**src/rtl/stack_pkg.sv**
```systemverilog
// Shared definitions for the memory-resident stack controller and SP register users.
package stack_pkg;

    typedef enum logic [2:0] {
        S_IDLE,
        S_WRITE,
        S_READ,
        S_RWAIT,
        S_DONE
    } state_t;

    localparam int unsigned STACK_TOP_DEFAULT  = 64;
    localparam int unsigned STACK_BASE_DEFAULT = 0;

endpackage

```
**src/rtl/sp_counter.sv**
```systemverilog
// Stack pointer register: counts down on push, up on pop; TOP means empty, BASE means full.
module sp_counter
    import stack_pkg::*;
#(
    parameter int unsigned ADDR_W     = 16,
    parameter int unsigned STACK_TOP  = STACK_TOP_DEFAULT,
    parameter int unsigned STACK_BASE = STACK_BASE_DEFAULT
) (
    input  logic              clk,
    input  logic              resetn,
    input  logic              inc,
    input  logic              dec,
    output logic [ADDR_W-1:0] count,
    output logic              empty,
    output logic              full
);

    localparam logic [ADDR_W-1:0] TOP  = ADDR_W'(STACK_TOP);
    localparam logic [ADDR_W-1:0] BASE = ADDR_W'(STACK_BASE);
    localparam logic [ADDR_W-1:0] ONE  = ADDR_W'(1);

    always_ff @(posedge clk) begin
        if (!resetn) begin
            count <= TOP;
        end else if (dec) begin
            count <= count - ONE;
        end else if (inc) begin
            count <= count + ONE;
        end
    end

    assign empty = (count == TOP);
    assign full  = (count == BASE);

endmodule

```
**src/rtl/stack_ctrl.sv**
```systemverilog
// Push/pop sequencer for the memory-resident stack; drives the shared synchronous memory port.
module stack_ctrl
    import stack_pkg::*;
#(
    parameter int unsigned DATA_W     = 16,
    parameter int unsigned ADDR_W     = 16,
    parameter int unsigned STACK_TOP  = STACK_TOP_DEFAULT,
    parameter int unsigned STACK_BASE = STACK_BASE_DEFAULT
) (
    input  logic              Clock,
    input  logic              Resetn,
    input  logic              Push,
    input  logic              Pop,
    input  logic [DATA_W-1:0] DIn,
    output logic [DATA_W-1:0] DOut,
    output logic              Done,
    output logic              Err,
    output logic              Busy,
    output logic              Empty,
    output logic              Full,
    output logic [ADDR_W-1:0] SP,
    output logic [ADDR_W-1:0] MemAddr,
    output logic [DATA_W-1:0] MemWData,
    output logic              MemWr,
    input  logic [DATA_W-1:0] MemRData
);

    localparam logic [ADDR_W-1:0] ONE = ADDR_W'(1);

    state_t            state, state_nxt;
    logic              err_q, err_nxt;
    logic [DATA_W-1:0] wdata;

    sp_counter #(
        .ADDR_W    (ADDR_W),
        .STACK_TOP (STACK_TOP),
        .STACK_BASE(STACK_BASE)
    ) u_sp (
        .clk   (Clock),
        .resetn(Resetn),
        .inc   (state == S_RWAIT),
        .dec   (state == S_WRITE),
        .count (SP),
        .empty (Empty),
        .full  (Full)
    );

    always_comb begin
        state_nxt = state;
        err_nxt   = err_q;
        case (state)
            S_IDLE: begin
                if (Push && Pop) begin
                    state_nxt = S_DONE;
                    err_nxt   = 1'b1;
                end else if (Push) begin
                    state_nxt = Full ? S_DONE : S_WRITE;
                    err_nxt   = Full;
                end else if (Pop) begin
                    state_nxt = Empty ? S_DONE : S_READ;
                    err_nxt   = Empty;
                end
            end
            S_WRITE: state_nxt = S_DONE;
            S_READ:  state_nxt = S_RWAIT;
            S_RWAIT: state_nxt = S_DONE;
            S_DONE:  state_nxt = S_IDLE;
            default: state_nxt = S_IDLE;
        endcase
    end

    always_ff @(posedge Clock) begin
        if (!Resetn) begin
            state <= S_IDLE;
            err_q <= 1'b0;
            wdata <= '0;
            DOut  <= '0;
        end else begin
            state <= state_nxt;
            err_q <= err_nxt;
            if (state == S_IDLE && Push) begin
                wdata <= DIn;
            end
            // Read data arrives one cycle after the address was first presented in READ
            if (state == S_RWAIT) begin
                DOut <= MemRData;
            end
        end
    end

    assign Busy     = (state != S_IDLE);
    assign Done     = (state == S_DONE);
    assign Err      = Done && err_q;
    assign MemWr    = (state == S_WRITE);
    assign MemAddr  = (state == S_WRITE) ? (SP - ONE) : SP;
    assign MemWData = wdata;

endmodule

```
**config.mk**
```make
export PLATFORM = sky130hd
export DESIGN_NAME = stack_ctrl
export DESIGN_NICKNAME = d
export VERILOG_FILES = /design/src/rtl/stack_pkg.sv /design/src/rtl/sp_counter.sv /design/src/rtl/stack_ctrl.sv
export SDC_FILE = /design/constraint.sdc
export NUM_CORES = 1
export LEC_CHECK = 0
export CAP_MARGIN = 25
export CORE_MARGIN = 1
export CORE_UTILIZATION = 45
export CTS_BUF_LIST = sky130_fd_sc_hd__clkbuf_4
export DETAILED_ROUTE_END_ITERATION = 7
export PLACE_DENSITY = 0.85
export SLEW_MARGIN = 20
export SYNTH_ARGS = -nofsm -noshare
export SYNTH_HDL_FRONTEND = slang
export SYNTH_SLANG_ARGS = --single-unit
```
**constraint.sdc**
```tcl
create_clock -name Clock -period 2.6 [get_ports Clock]
set_input_delay 0.52 -clock Clock [delete_from_list [all_inputs] [get_ports Clock]]
set_output_delay 0.52 -clock Clock [all_outputs]
set_load 0.01 [all_outputs]
```
* After elaboration in Yosys (flattened, before gate mapping)
Cells that the tools add are included.
** Operators by class
- $add $sub $neg :: 2
- Equality and inequality tests :: 6
- Muxes and demuxes :: 12
- Reductions and logical operators :: 10
** Operator list (number)
- 2-to-1 mux 16 bit :: 3
- adder 16 x 1 -> 16 bit, second input constant :: 1
- == test 16 x 7 -> 1 bit, second input constant :: 1
- zero test 16 bit :: 1
- subtractor 16 x 1 -> 16 bit, second input constant :: 1
- 2-to-1 mux 3 bit :: 5
- one-hot mux 3 bit (3 select lines) :: 1
- == test 3 x 2 -> 1 bit, second input constant :: 2
- nonzero test 3 bit :: 2
- inequality test 4 bit, second input constant :: 1
- == test 3 x 1 -> 1 bit, second input constant :: 1
- == test 3 bit, second input constant :: 1
- logical AND 1 bit :: 3
- zero test 3 bit :: 1
- 2-to-1 mux 1 bit :: 3
- AND reduction 2 bit :: 1
- nonzero test 2 bit :: 1
- OR reduction 2 bit :: 1
** Storage, ports and cells
- Register bits after elaboration :: 52
- Input bits :: 36
- Output and inout port bits :: 70

* Logic depth before layout (Yosys ltp)
- Word-level depth :: 6
- Gate-level depth with buffers :: 7

* Cells and area by module
From an unflattened synthesis, not the netlist that was laid out.
** Second synthesis, totals
- Cell total of the unflattened synthesis :: 395
- Area, all modules :: 3240.6 um^2
** By module, submodules not included
- stack_ctrl :: times used 1, cells an instance 207, area each 1716.6 um^2
- sp_counter :: times used 1, cells an instance 188, area each 1524.0 um^2

* Worst setup path before layout
Ideal clock, no wire load.
- Kind :: register to output
- Start :: register u_sp.count[1]
- End :: output MemAddr[10]
- Arrival time :: 1.838 ns
- Required time :: 2.080 ns
- Setup slack :: 0.242 ns
- Cell stages (with the launch flop) :: 8
- Cell sequence :: dfxtp_1 -> clkbuf_1 -> inv_1 -> ha_1 -> or4b_1 -> nor3_2 -> nand2_1 -> xnor2_1
** On the way
- Cells in the longest elaborated chain, start to end :: 2
** RTL lines
- from (decl) :: line sp_counter.sv:13 : output logic [ADDR_W-1:0] count,
- from (signal assigned) :: line sp_counter.sv:26 : count <= count - ONE;
- from (signal assigned) :: line sp_counter.sv:28 : count <= count + ONE;
- subtractor 16 x 1 -> 16 bit :: line stack_ctrl.sv:95 : assign MemAddr = (state == S_WRITE) ? (SP - ONE) : SP;
- 2-to-1 mux 16 bit :: line stack_ctrl.sv:95
- to (decl) :: line stack_ctrl.sv:22 : output logic [ADDR_W-1:0] MemAddr,
Every way passes these cells.

* Final worst setup path
- Start :: register u_sp.count[1]
- End :: output MemAddr[8]
The elaborated chain is that of the path after synthesis.

==> key figures <==
Floorplan
  • # IOs: ~110
  • Initial Util: 0.475
  • Site Rows: 27
  • Die Area: between 6000 and 7000 µm²
  • Die Span X: roughly 79 µm
  • Die Ht: 79.2 µm
  • Core area: ~5600 µm²

Placement
  • PortBufs: roughly 110
  • Routability Congestion: 0.868
  • DP Area: 3970 µm²
  • Inst Count DP: 530
  • Detail Placement HPWL: between 5000 and 6000 µm

Finish
  • Diodes inserted: 0
  • Post-route insts no fill: 542
  • Share of cells above drive strength 1: 0.177
  • Sequential Area: about 1000 µm²
  • Nets: 510
  • Multi-input gate area: 1620 µm²
  • Fill count: 431
  • Layout area overhead: 53.8%
  • Final instance area: around 4100 µm²

Setup path
  • Setup crit start: u_sp.count[1]$_SDFFE_PN0P_
  • Startpoint Class: flip-flop
  • Worst Setup EP: MemAddr[8]
  • Reg2reg path depth: 5
  • Max Fanout on Critical Path: 3
  • Critical path class: reg2out
  • Worst EP arrival: 2.04 ns
  • R2R Path Start: u_sp.count[3]$_SDFFE_PN0P_
  • Setup crit end kind: primary output
  • Required time of the critical path: 2.08 ns
  • Capturing point of the worst reg2reg path: u_sp.count[15]$_SDFFE_PN0P_
  • Reg2Reg Setup Slack: between 0.5 and 0.6 ns

STA
  • Fmax: 391 MHz
  • Fin crit share: 0.983
  • Final setup viols: 0
  • Relative slew slack: 0.619
  • Final Critical Period: between 2 and 3 ns
  • Final Hold Vio Count: 0
  • RSZ-0062 raised after global routing: true
  • Clock skew: just over 0.007 ns
  • Final Max Slew Viols: 0
  • Least-Margin Pin Slew: between 0.5 and 0.6 ns
  • Worst Hold Slack: 0.464 ns

Detailed routing
  • Drt wl/cell: 14.7 µm
  • DRT Pass-1 Iters: 5
  • Top sig layer: met4
  • Met3 Wirelength: 568 µm
  • Vias: 2887
  • Vias per cell: ~5.3
  • Wire length on met1: 3240 µm
  • Number of DRC markers in iteration 0: 170
  • Routed wl met2: between 4000 and 5000 µm
  • Antenna Violating Nets Remaining: 0
  • Routed wire length: 7980 µm
  • DRC viols: 0

Synth
  • Warnings from Yosys: 0
  • Most common cell in the netlist: nand2_1
  • Largest area contributor in the netlist: dfxtp_1
  • Avg Cell Area, Syn: approximately 8 µm²
  • Area share of the largest cell type after synthesis: 0.388
  • Post-synthesis sequential area ratio: 0.388
  • FF+latch count, synth: 52
  • Post-synthesis cell count: 343
  • Synth cell types: 43
  • Post-synth ARST share: 0
  • Syn Std Cell Area: between 2000 and 3000 µm²
  • Syn_nets: 384
  • Post-synth EDFFs: 0
  • Post-synth top flop: dfxtp_1
  • Most frequent cells after synthesis: 87 x nand2_1, 52 x dfxtp_1, 40 x a21oi_1, 18 x clkbuf_1, 13 x nor2_1
  • Top cells by area, synth: dfxtp_1 39%, nand2_1 12%, a21oi_1 7.5%, xnor2_1 3.6%, mux2i_1 2.6%

Status
  • Status: finished, final reports clean

Power and ir drop
  • Leak: 0.00168 µW
  • Pwr Density: 599 nW/µm²
  • VDD IR max: around 410 µV

Min path
  • Worst min path class: reg2reg

Global routing
  • Largest net degree at the start of global routing: 25
  • Initial antenna violation count: 0
  • All-Layer GR Usage: 0.256
  • Gr ovfl total: 0
  • Vias in the first global route: 2777
  • First-pass GRT wire length: 12800 µm

Clocking
  • CTS buffer count: 5
  • Clock Tree Buf Depth: 2
  • H-tree levels: 2
  • CTS tree: yes
  • Clock sinks: 52
  • Clock Pin Slew Worst Setup and Hold Paths: 0.14 ns
  • Hold-fix buffers at CTS: 0
  • Clock latency on the worst-skew pair: 0.36 ns
  • Clock root cell: clkbuf_4

Flow run
  • Max-Cap Viols: 0
[worst min path at each step]
stage	to	depth (start not counted)	slack, ns	start
2_1_floorplan	err_q$_SDFFE_PN0P_	2	0.44	err_q$_SDFFE_PN0P_
3_3_place_gp	MemWData[13]$_SDFFE_PN0P_	2	0.44	MemWData[13]$_SDFFE_PN0P_
3_5_place_dp	MemWData[7]$_SDFFE_PN0P_	2	0.45	MemWData[7]$_SDFFE_PN0P_
4_1_cts	MemWData[4]$_SDFFE_PN0P_	2	0.47	MemWData[4]$_SDFFE_PN0P_
5_1_grt	DOut[2]$_SDFFE_PN0N_	2	0.48	DOut[2]$_SDFFE_PN0N_
6_report	DOut[15]$_SDFFE_PN0N_	2	0.46	DOut[15]$_SDFFE_PN0N_
[kinds of logic (layout without fill, tap and decap cells)]
group	Yosys count	count (layout)	synth area share
AOI/OAI and AO/OA	59	59	0.130
xor gates and xnor gates	18	18	0.0588
adders and majority gates	5	5	0.0233
buffers and inverters	32	159	0.0513
DFF	52	52	0.388
muxes	7	7	0.0261
and+or+nand+nor	170	170	0.323
[layout by cell type (no fill, tap or decap), types with 3 or more instances in the layout]
cell type,instances
clkdlybuf4s50_1,88
nand2_1,87
dfxtp_1,47
a21oi_1,40
buf_4,37
nor2_1,13
nand2b_1,11
xnor2_1,11
nor3_1,7
xor2_1,7
mux2i_1,7
inv_1,6
nand4_1,6
o21ai_0,6
clkbuf_2,6
nand3_1,5
clkbuf_4,5
dfxtp_2,5
or3_1,4
and2_1,4
ha_1,4
dlygate4sd2_1,4
buf_2,4
nor4_4,3
nor4_2,3
nor3_4,3
or4_1,3
o21a_1,3
[area by class of cell]
cell class	count	area share
timing repair buffer	143	0.313
tap	72	0.0218
clock inverter	3	0.00334
clock buffer	5	0.00910
sequential	52	0.254
multi-input combinational	259	0.392
inverter	8	0.00728
[critical path, cell delays in order (launching register included)]
cell and delay, ns:
dfxtp_2 0.35, inv_2 0.08, ha_4 0.13, or4b_4 0.51, nor3_4 0.16, buf_4 0.15
xor2_1 0.14, buf_2 0.15
[metal layers]
metal,global-route usage,vias up
met2,0.447,126
li1,-,1419
met5,0,-
met4,0.0782,0
met1,0.311,1331
met3,0.0586,11
[power breakdown]
part           leakage (µW)  switching, µW  internal [µW]
sequential         0.000425           49.4            880
clock             0.0000324            249            100
combinational       0.00123            596            598
[state kept, by name, indices dropped and copies added (netlist names)]
register	count
DOut	16
MemWData	16
u_sp.count	16
state	3
err_q	1
[metrics by stage]
stage	power (µW)	util	setup TNS, ns	setup slack, ns
floorplan	1530	-	0	0.242
global placement	2040	0.704	0	0.00247
detailed placement	2070	0.704	-0.0236	-0.0191
CTS	2450	0.726	-0.206	-0.109
global route	2630	0.731	-0.0614	-0.0352
finish	2470	0.731	0	0.0437
[what timing repair did]
item / in CTS / in global routing
buffers inserted: 3 / 2
pin swaps: 4 / 6
setup endpoints to repair: 17 / 17
resized for setup: 40 / 30
Note: power is estimated with default switching activity, not from simulation.
